[config.mk]
export PLATFORM = sky130hd
export DESIGN_NAME = ace_snoop_responder
export DESIGN_NICKNAME = d
export VERILOG_FILES = /design/src/rtl/ace_snoop_responder.sv
export SDC_FILE = /design/constraint.sdc
export NUM_CORES = 1
export LEC_CHECK = 0
export BUFFER_PORTS_ARGS = -buffer_cell sky130_fd_sc_hd__buf_4
export CAP_MARGIN = 40
export CORE_MARGIN = 2
export CORE_UTILIZATION = 40
export CTS_BUF_LIST = sky130_fd_sc_hd__clkbuf_8 sky130_fd_sc_hd__clkbuf_16
export DETAILED_ROUTE_END_ITERATION = 6
export PLACE_DENSITY_LB_ADDON = 0.2
export SYNTH_ARGS = -nofsm -noshare
export SYNTH_HDL_FRONTEND = slang
export SYNTH_SLANG_ARGS = --single-unit
[constraint.sdc]
create_clock -name clk_i -period 4.1 [get_ports clk_i]
set_input_delay 0.615 -clock clk_i [delete_from_list [all_inputs] [get_ports clk_i]]
set_output_delay 0.615 -clock clk_i [all_outputs]
set_load 0.005 [all_outputs]
[src/rtl/ace_snoop_responder.sv]
// ace_snoop_responder
//
// Snoop responder on the cached-master side of an ACE interface. It accepts
// one AC snoop at a time, looks the line up in the local cache, returns a CR
// response, streams the line on CD when the response carries data, and then
// issues the resulting cache-state update (invalidate or make clean-shared).
//
// Ports
//   clk_i, rst_i           clock, synchronous active-high reset
//   ac_*                   snoop request (valid/ready, address, ACSNOOP, prot unused)
//   cr_*                   snoop response {WasUnique, IsShared, PassDirty, Error, DataTransfer}
//   cd_*                   snoop data burst (CdBeats beats, last on final beat)
//   lookup_*               tag lookup request (valid/ready) and its later result
//   rd_en_o/rd_beat_o/rd_data_i
//                          data-array read port, data returns one cycle after rd_en_o
//   upd_*                  cache-state update request (01 invalidate, 10 make clean-shared)

module ace_snoop_responder #(
    parameter int AddrWidth    = 64,
    parameter int DataWidth    = 64,
    parameter int CdBeats      = 4,
    parameter int BeatIdxWidth = (CdBeats > 1) ? $clog2(CdBeats) : 1
) (
    input  logic                    clk_i,
    input  logic                    rst_i,
    input  logic                    ac_valid_i,
    output logic                    ac_ready_o,
    input  logic [AddrWidth-1:0]    ac_addr_i,
    input  logic [3:0]              ac_snoop_i,
    input  logic [2:0]              ac_prot_i,
    output logic                    cr_valid_o,
    input  logic                    cr_ready_i,
    output logic [4:0]              cr_resp_o,
    output logic                    cd_valid_o,
    input  logic                    cd_ready_i,
    output logic [DataWidth-1:0]    cd_data_o,
    output logic                    cd_last_o,
    output logic                    lookup_valid_o,
    input  logic                    lookup_ready_i,
    output logic [AddrWidth-1:0]    lookup_addr_o,
    input  logic                    lookup_rsp_valid_i,
    input  logic                    lookup_hit_i,
    input  logic                    lookup_dirty_i,
    input  logic                    lookup_shared_i,
    output logic                    rd_en_o,
    output logic [BeatIdxWidth-1:0] rd_beat_o,
    input  logic [DataWidth-1:0]    rd_data_i,
    output logic                    upd_valid_o,
    input  logic                    upd_ready_i,
    output logic [AddrWidth-1:0]    upd_addr_o,
    output logic [1:0]              upd_op_o
);

    localparam int CntWidth = BeatIdxWidth + 1;

    localparam logic [1:0] OP_NONE  = 2'b00;
    localparam logic [1:0] OP_INVAL = 2'b01;
    localparam logic [1:0] OP_CLEAN = 2'b10;

    typedef enum logic [2:0] {
        S_IDLE,
        S_LOOKUP,
        S_WAIT_RSP,
        S_CR,
        S_DATA,
        S_UPD
    } state_e;

    // Returns {op[1:0], resp[4:0]}; resp = {WasUnique, IsShared, PassDirty, Error, DataTransfer}.
    function automatic logic [6:0] snoop_decode(input logic [3:0] snoop,
                                                input logic hit,
                                                input logic dirty,
                                                input logic shared);
        logic [4:0] resp;
        logic [1:0] op;
        resp = 5'b00000;
        op   = OP_NONE;
        if (hit) begin
            case (snoop)
                4'b0000: resp = 5'b01001;
                4'b0001, 4'b0010, 4'b0011: begin
                    resp = {1'b0, 1'b1, dirty, 1'b0, 1'b1};
                    op   = dirty ? OP_CLEAN : OP_NONE;
                end
                4'b0111: begin
                    resp = {~shared, 1'b0, dirty, 1'b0, 1'b1};
                    op   = OP_INVAL;
                end
                4'b1000: begin
                    resp = {1'b0, 1'b1, dirty, 1'b0, dirty};
                    op   = dirty ? OP_CLEAN : OP_NONE;
                end
                4'b1001: begin
                    resp = {~shared, 1'b0, dirty, 1'b0, dirty};
                    op   = OP_INVAL;
                end
                4'b1101: op = OP_INVAL;
                default: resp = 5'b00010;
            endcase
        end
        return {op, resp};
    endfunction

    state_e                 state_q, state_d;
    logic [AddrWidth-1:0]   addr_q, addr_d;
    logic [3:0]             snoop_q, snoop_d;
    logic [4:0]             resp_q, resp_d;
    logic [1:0]             op_q, op_d;
    logic                   ac_ready_q, ac_ready_d;
    logic                   lookup_valid_q, lookup_valid_d;
    logic                   cr_valid_q, cr_valid_d;
    logic                   upd_valid_q, upd_valid_d;
    logic [CntWidth-1:0]    rd_cnt_q, rd_cnt_d;       // reads issued so far
    logic [BeatIdxWidth-1:0] cd_beat_q, cd_beat_d;    // beat index at the buffer head
    logic                   rd_inflight_q, rd_inflight_d;
    logic [DataWidth-1:0]   buf_q [2];
    logic [DataWidth-1:0]   buf_d [2];
    logic                   wr_ptr_q, wr_ptr_d;
    logic                   rd_ptr_q, rd_ptr_d;
    logic [1:0]             count_q, count_d;

    logic       ac_hs, lookup_hs, cr_hs, cd_hs, upd_hs;
    logic       push, pop;
    logic [2:0] occ_after;
    logic       rd_en_raw;
    logic       unused_prot;

    assign unused_prot = ^ac_prot_i;

    assign ac_ready_o     = ac_ready_q;
    assign lookup_valid_o = lookup_valid_q;
    assign lookup_addr_o  = addr_q;
    assign cr_valid_o     = cr_valid_q;
    assign cr_resp_o      = resp_q;
    assign upd_valid_o    = upd_valid_q;
    assign upd_addr_o     = addr_q;
    assign upd_op_o       = op_q;

    assign cd_valid_o = (count_q != 2'd0);
    assign cd_data_o  = buf_q[rd_ptr_q];
    assign cd_last_o  = cd_valid_o && (cd_beat_q == BeatIdxWidth'(CdBeats - 1));
    assign rd_beat_o  = rd_cnt_q[BeatIdxWidth-1:0];

    assign ac_hs     = ac_valid_i && ac_ready_q;
    assign lookup_hs = lookup_valid_q && lookup_ready_i;
    assign cr_hs     = cr_valid_q && cr_ready_i;
    assign cd_hs     = cd_valid_o && cd_ready_i;
    assign upd_hs    = upd_valid_q && upd_ready_i;

    // Data arriving this cycle fills a slot, a CD handshake frees one. A new
    // read is only issued if, after both, one slot is still free for it; the
    // pop term is what lets the stream run without gaps under cd_ready_i=1.
    assign push      = rd_inflight_q;
    assign pop       = cd_hs;
    assign occ_after = {1'b0, count_q} + {2'b00, push} - {2'b00, pop};
    assign rd_en_raw = (state_q == S_DATA) &&
                       (rd_cnt_q < CntWidth'(CdBeats)) &&
                       (occ_after <= 3'd1);
    assign rd_en_o   = rd_en_raw && !rst_i;

    always_comb begin
        state_d       = state_q;
        addr_d        = addr_q;
        snoop_d       = snoop_q;
        resp_d        = resp_q;
        op_d          = op_q;
        rd_cnt_d      = rd_cnt_q;
        cd_beat_d     = cd_beat_q;
        rd_inflight_d = rd_en_o;
        buf_d         = buf_q;
        wr_ptr_d      = wr_ptr_q;
        rd_ptr_d      = rd_ptr_q;
        count_d       = count_q;

        case (state_q)
            S_IDLE: begin
                if (ac_hs) begin
                    addr_d  = ac_addr_i;
                    snoop_d = ac_snoop_i;
                    state_d = S_LOOKUP;
                end
            end
            S_LOOKUP: begin
                if (lookup_hs) begin
                    state_d = S_WAIT_RSP;
                end
            end
            S_WAIT_RSP: begin
                if (lookup_rsp_valid_i) begin
                    {op_d, resp_d} = snoop_decode(snoop_q, lookup_hit_i,
                                                  lookup_dirty_i, lookup_shared_i);
                    state_d = S_CR;
                end
            end
            S_CR: begin
                if (cr_hs) begin
                    if (resp_q[0]) begin
                        state_d = S_DATA;
                    end else if (op_q != OP_NONE) begin
                        state_d = S_UPD;
                    end else begin
                        state_d = S_IDLE;
                    end
                end
            end
            S_DATA: begin
                if (rd_en_raw) begin
                    rd_cnt_d = rd_cnt_q + CntWidth'(1);
                end
                if (push) begin
                    buf_d[wr_ptr_q] = rd_data_i;
                    wr_ptr_d        = ~wr_ptr_q;
                end
                if (pop) begin
                    rd_ptr_d  = ~rd_ptr_q;
                    cd_beat_d = cd_beat_q + BeatIdxWidth'(1);
                end
                count_d = 2'(occ_after);
                // Last beat accepted: every read has already drained, so the
                // buffer is empty and the counters can be rearmed here.
                if (pop && cd_last_o) begin
                    state_d   = (op_q != OP_NONE) ? S_UPD : S_IDLE;
                    rd_cnt_d  = '0;
                    cd_beat_d = '0;
                    wr_ptr_d  = 1'b0;
                    rd_ptr_d  = 1'b0;
                    count_d   = 2'd0;
                end
            end
            S_UPD: begin
                if (upd_hs) begin
                    state_d = S_IDLE;
                end
            end
            default: state_d = S_IDLE;
        endcase

        // Handshake outputs are registered images of the next state.
        ac_ready_d     = (state_d == S_IDLE);
        lookup_valid_d = (state_d == S_LOOKUP);
        cr_valid_d     = (state_d == S_CR);
        upd_valid_d    = (state_d == S_UPD);
    end

    always_ff @(posedge clk_i) begin
        if (rst_i) begin
            state_q        <= S_IDLE;
            addr_q         <= '0;
            snoop_q        <= '0;
            resp_q         <= '0;
            op_q           <= OP_NONE;
            ac_ready_q     <= 1'b0;
            lookup_valid_q <= 1'b0;
            cr_valid_q     <= 1'b0;
            upd_valid_q    <= 1'b0;
            rd_cnt_q       <= '0;
            cd_beat_q      <= '0;
            rd_inflight_q  <= 1'b0;
            buf_q[0]       <= '0;
            buf_q[1]       <= '0;
            wr_ptr_q       <= 1'b0;
            rd_ptr_q       <= 1'b0;
            count_q        <= 2'd0;
        end else begin
            state_q        <= state_d;
            addr_q         <= addr_d;
            snoop_q        <= snoop_d;
            resp_q         <= resp_d;
            op_q           <= op_d;
            ac_ready_q     <= ac_ready_d;
            lookup_valid_q <= lookup_valid_d;
            cr_valid_q     <= cr_valid_d;
            upd_valid_q    <= upd_valid_d;
            rd_cnt_q       <= rd_cnt_d;
            cd_beat_q      <= cd_beat_d;
            rd_inflight_q  <= rd_inflight_d;
            buf_q[0]       <= buf_d[0];
            buf_q[1]       <= buf_d[1];
            wr_ptr_q       <= wr_ptr_d;
            rd_ptr_q       <= rd_ptr_d;
            count_q        <= count_d;
        end
    end

endmodule

# Word level (Yosys, flattened, before mapping)
# Cells that the tools add are included.
[word_totals]
output_inout_bits = 208
wordCells = 105
input_bits = 146
regBits = 220
[op_classes]
n_lt_le_gt_ge = 5
muxes = 29
addsub = 4
n_eq_ne = 16
n_reduce_logical = 29
bitwise = 5
[op_table]
columns = ["op", "n"]
rows = [
  ["$mux 64", 4],
  ["$bwmux 128", 1],
  ["$demux 64 s1", 1],
  ["$mux 3", 10],
  ["$pmux 5 s6", 1],
  ["$pmux 3 s6", 1],
  ["$eq 4x4->1 const B", 3],
  ["$reduce_and 2->1", 6],
  ["$logic_and 1x1->1", 11],
  ["$mux 2", 5],
  ["$reduce_bool 2->1", 5],
  ["$eq 3x2->1 const B", 3],
  ["$eq 3x3->1 const B", 3],
  ["$eq 4x2->1 const B", 2],
  ["$eq 3x1->1 const B", 2],
  ["$logic_not 3->1", 2],
  ["$reduce_or 3->1", 2],
  ["$mux 5", 1],
  ["$eq 4x1->1 const B", 1],
  ["$eq 4x3->1 const B", 1],
  ["$ge 2x2->1 const B", 2],
  ["$logic_not 4->1", 1],
  ["$mux 1", 4],
  ["$not 1->2", 2],
  ["other kinds (12)", 14],
]

# Depth between registers and ports, before layout
[logic_depth]
word_depth = 7
ltp_mapped = 10

# Worst setup path before layout
# OpenSTA, ideal clock, no wires.
[synth_path]
kind = "input-to-output"
from = "input port cd_ready_i"
to = "output port rd_en_o"
required_time_ns = 3.485
cell_stages = 9
t_arrival_ns = 2.243
slack_ns = 1.242
path_buffers = 0
cell_sequence = "o21a_1 > ha_1 > inv_1 > ha_1 > inv_1 > fa_1 > nand2b_1 > or3_4 > nor2_1"
[synth_via]
elab_chain_cells = 5
[synth_lines]
columns = ["element", "line_no", "text"]
rows = [
  ["from (decl)", "35", "input logic cd_ready_i,"],
  ["$logic_and 1x1->1", "147", "assign cd_hs = cd_valid_o && cd_ready_i;"],
  ["$sub 3x1->3", "155", "assign occ_after = {1'b0, count_q} + {2'b00, push} - {2'b00, pop};"],
  ["$le 3x1->1", "158", "(occ_after <= 3'd1);"],
  ["$logic_and 1x1->1", "157", "(rd_cnt_q < CntWidth'(CdBeats)) &&"],
  ["$logic_and 1x1->1", "159", "assign rd_en_o = rd_en_raw && !rst_i;"],
  ["to (decl)", "45", "output logic rd_en_o,"],
]
# Every way passes these cells.

# Final worst setup path
[layout_path]
from = "register count_q[1]"
to = "output port rd_en_o"
[layout_via]
elab_chain_cells = 6
elab_cells_between_ends = 7
classes_between = "add/sub: 2; order compare: 1; reduce/logical: 4"
[layout_lines]
columns = ["element", "line_no", "text"]
rows = [
  ["from (decl)", "120", "logic [1:0] count_q, count_d;"],
  ["from (signal assigned)", "281", "count_q <= count_d;"],
  ["parallel branches: the longest is 2 deep, another holds $add 2x1->3", "--", ""],
  ["$sub 3x1->3 *", "155", ""],
  ["$le 3x1->1 *", "158", ""],
  ["$logic_and 1x1->1 *", "157", ""],
  ["$logic_and 1x1->1 *", "159", ""],
]
# Every way passes the cells marked *.

==> run_results.csv <==
group,metric,value,unit
finish,layout-drive-gt1-share,34.2,%
synth,synth_top_family_by_area,"simple AND/OR/NAND/NOR gates",
synth,synth_fp_nets,1285,
timing,fin_setup_tns,0,ns
route,avgRoutedWirePerCell,15.6,um
route,initialDrtViolationCount,330,
synth,yosysTopAreaCellShare,48.2,%
floorplanning,die_area,24000,um^2
timing,hold_slack,0.352,ns
timing,worst_pin_slew,0.801,ns
clock_network,clock_latency_at_the_later_pin_of_the_worst_skew_pair,0.50,ns
clock_network,cts.repair.resized,0,
synth,synth.yosys.warnings,0,
clock_network,cts_tree,"built",
worst_setup_path,timing.critical_path.arrival,2.84,ns
finish,commonest_non_fill_non_tap_cell_in_the_layout,"nand2_1",
flow_run,max-cap-violations,0,
place,post-dp-hpwl,17400,um
finish,insertedDiodeCount,0,
synth,yosys_register_bits,220,
route,ant_nets,0,
route,num_vias,8195,
floorplanning,die-height,155,um
worst_setup_path,crit-reg2reg-capture,"rd_cnt_q[0]",
hold_path,hold_path_startpoint,"ac_addr_i[40]",
clock_network,clk_pin_slew,0.06,ns
global_routing,grt-ovfl-total,0,
timing,min_period_over_period,84.2,%
timing,max_slew_margin,46.6,%
clock_network,clock_tree.htree_level_count,1,
power,vdd_drop_max,260,uV
worst_setup_path,worst_setup_path_start_kind,"register",
timing,finalSetupViolCount,0,
synth,yosys.cell_types.count,46,
hold_path,worstHoldPathType,"primary input to register",
synth,simple_gate_area_share_of_the_yosys_netlist,20.3,%
place,gpl.final_weighted_congestion,0.816,
clock_network,cts_inserted_buffers,25,
worst_setup_path,timing.critical_path.fanout_max,6,
synth,ys_dominant_reg_cell,"dfxtp_1",
timing,period_needed,3.45,ns
clock_network,cts.hold.buffers_added,0,
timing,final_hold_violation_count,0,
finish,post-route-util,54.4,%
worst_setup_path,worstSetupEndpointType,"output port",
route,detail_route.first_pass.iterations,5,
synth,syn_area_per_cell,8.05,um^2
floorplanning,placementRows,55,
clock_network,post_cts_buffers,0,
floorplanning,core_area,22500,um^2
synth,post_synthesis_compound_gate_area_fraction,13.2,%
outcome,status,"complete, no violations",
synth,synth_enable_flop_cells,0,
synth,synth-adder-area-share,0.768,%
timing,postLayoutSetupSlackWorst,0.647,ns
route,routed_wl,26200,um
timing,timing.final.max_slew_violations,0,
hold_path,hold-path-endpoint,"lookup_addr_o[40]",
worst_setup_path,kind_of_critical_path,"register to output port",
worst_setup_path,rr_startpoint,"count_q[1]",
floorplanning,start_util,40.6,%
finish,fillCellCount,2157,
finish,nets,1529,
worst_setup_path,required_time_at_the_endpoint_of_the_critical_path,3.48,ns
clock_network,cts_root_buffer,"clkbuf_16",
place,buffer_ports.inserted,350,
global_routing,grt_pass1_wl,40700,um
finish,most-common-layout-cells,"403 x nand2_1, 359 x buf_4, 219 x dfxtp_1",
power,static-leakage-power,5.12,nW
synth,postSynth.asyncResetShare,0,%
timing,rsz0062_at_grt,"false",
route,route.detailed.vias_per_inst,4.88,
synth,cell_area_after_synthesis,9130,um^2
timing,fmaxAchievable,0.290,GHz
power,design_power_total,0.00483,W
global_routing,gr-usage-all-layers,20.7,%
synth,ys_seq_area_share,48.2,%
synth,postSynthCellCount,1134,
place,post_place_worst_slack,0.915,ns
global_routing,first_global_vias,7841,
worst_setup_path,reg2reg_setup_slack,1.44,ns
clock_network,max-clock-path-buffers,3,
global_routing,grt_antenna_before_repair,0,
finish,layout-area-overhead-vs-synth,34.2,%
synth,synth-xor-area-share,0.288,%
route,drt_drc_violations_left,0,
global_routing,grt_max_degree,72,
synth,yosys.area.top_type,"dfxtp_1",
floorplanning,die_width,155,um
hold_path,timing.hold.worst_path_depth,3,
clock_network,cts.sink_count,220,
floorplanning,io-pin-count,354,
worst_setup_path,timing.reg2reg.worst_path_depth,10,
synth,synth.top_cells.by_area,"dfxtp_1 48%, nand2_1 17%, a21oi_1 11%",
synth,synth.area.mux_share,8.00,%
power,cellPowerDensity,395,nW/um^2
timing,timing.clock.skew,0.00956,ns
## power by group
group          total, W  switching [W]  internal, W
Clock           0.00221       0.000857      0.00135
Combinational  0.000397       0.000183     0.000214
Sequential      0.00222      0.0000423      0.00218
Total           0.00483        0.00108      0.00375
## registers in the layout, summed over array words and instances, names as in the netlist, 2 cells and up
| signal | flops |
|---|---|
| rd_cnt_q | 3 |
| lookup_addr_o | 64 |
| cd_beat_q | 2 |
| cr_resp_o | 5 |
| snoop_q | 4 |
| state_q | 3 |
| buf_q | 128 |
| upd_op_o | 2 |
| count_q | 2 |
## cells in the mapped netlist, drive strengths merged (3+ instances only)
cell type	instances
a211oi	6
inv	4
nand2b	4
nand3	4
mux2	64
nand2	403
nor3	7
a21oi	209
ha	4
nor2	18
or3	4
dfxtp	220
or4	3
clkbuf	58
o21ai	5
a22oi	3
buf	87
## per-layer routing
layer  part of all wire (%)  global-route usage [%]
met2                     49                    36.1
met1                     40                    24.1
met4                    3.4                    7.45
met3                    7.4                    6.02
met5                      0                       0
## worst max-delay path, stage by stage (launching register included)
cell and delay (ns):
dfxtp_1 0.45, o21a_1 0.21, ha_1 0.24, inv_1 0.06, ha_1 0.13, inv_1 0.04, fa_1 0.51, nand2b_1 0.08
or3_4 0.40, nor2_1 0.10, buf_4 0.13
## per-stage QoR
stage	area, um^2	std cells
after CTS	12200	1678
after global routing	12200	1678
after global placement	11400	1636
final	12200	1678
after detailed placement	11400	1636
after floorplan	9130	1134
## area by class of cell
class                      instances  area (um^2)  share of cell area (%)
tap                              285          357                    2.91
clock buffer                      32          722                    5.89
clock inverter                    10          100                   0.817
inverter                           4         15.0                   0.123
multi-input combinational        765         3900                    31.9
timing repair buffer             362         2750                    22.4
sequential                       220         4410                    36.0
## how the worst max path moves through the flow
stage	from	end	slack [ns]
floorplan	cd_ready_i	rd_en_o	1.24
global placement	cd_ready_i	rd_en_o	0.92
detailed placement	cd_ready_i	rd_en_o	0.91
CTS	count_q[1]	rd_en_o	0.61
global route	count_q[1]	rd_en_o	0.43
finish	count_q[1]	rd_en_o	0.65
## cells by family after synthesis
| group | Yosys count |
|---|---|
| adder cells (fa/ha/maj) | 5 |
| XOR/XNOR | 3 |
| flip-flops | 220 |
| multiplexers | 65 |
| AO/OA/AOI/OAI | 231 |
| buffers and inverters | 149 |
| AND/OR/NAND/NOR | 461 |
(Power assumes the default switching activity.)
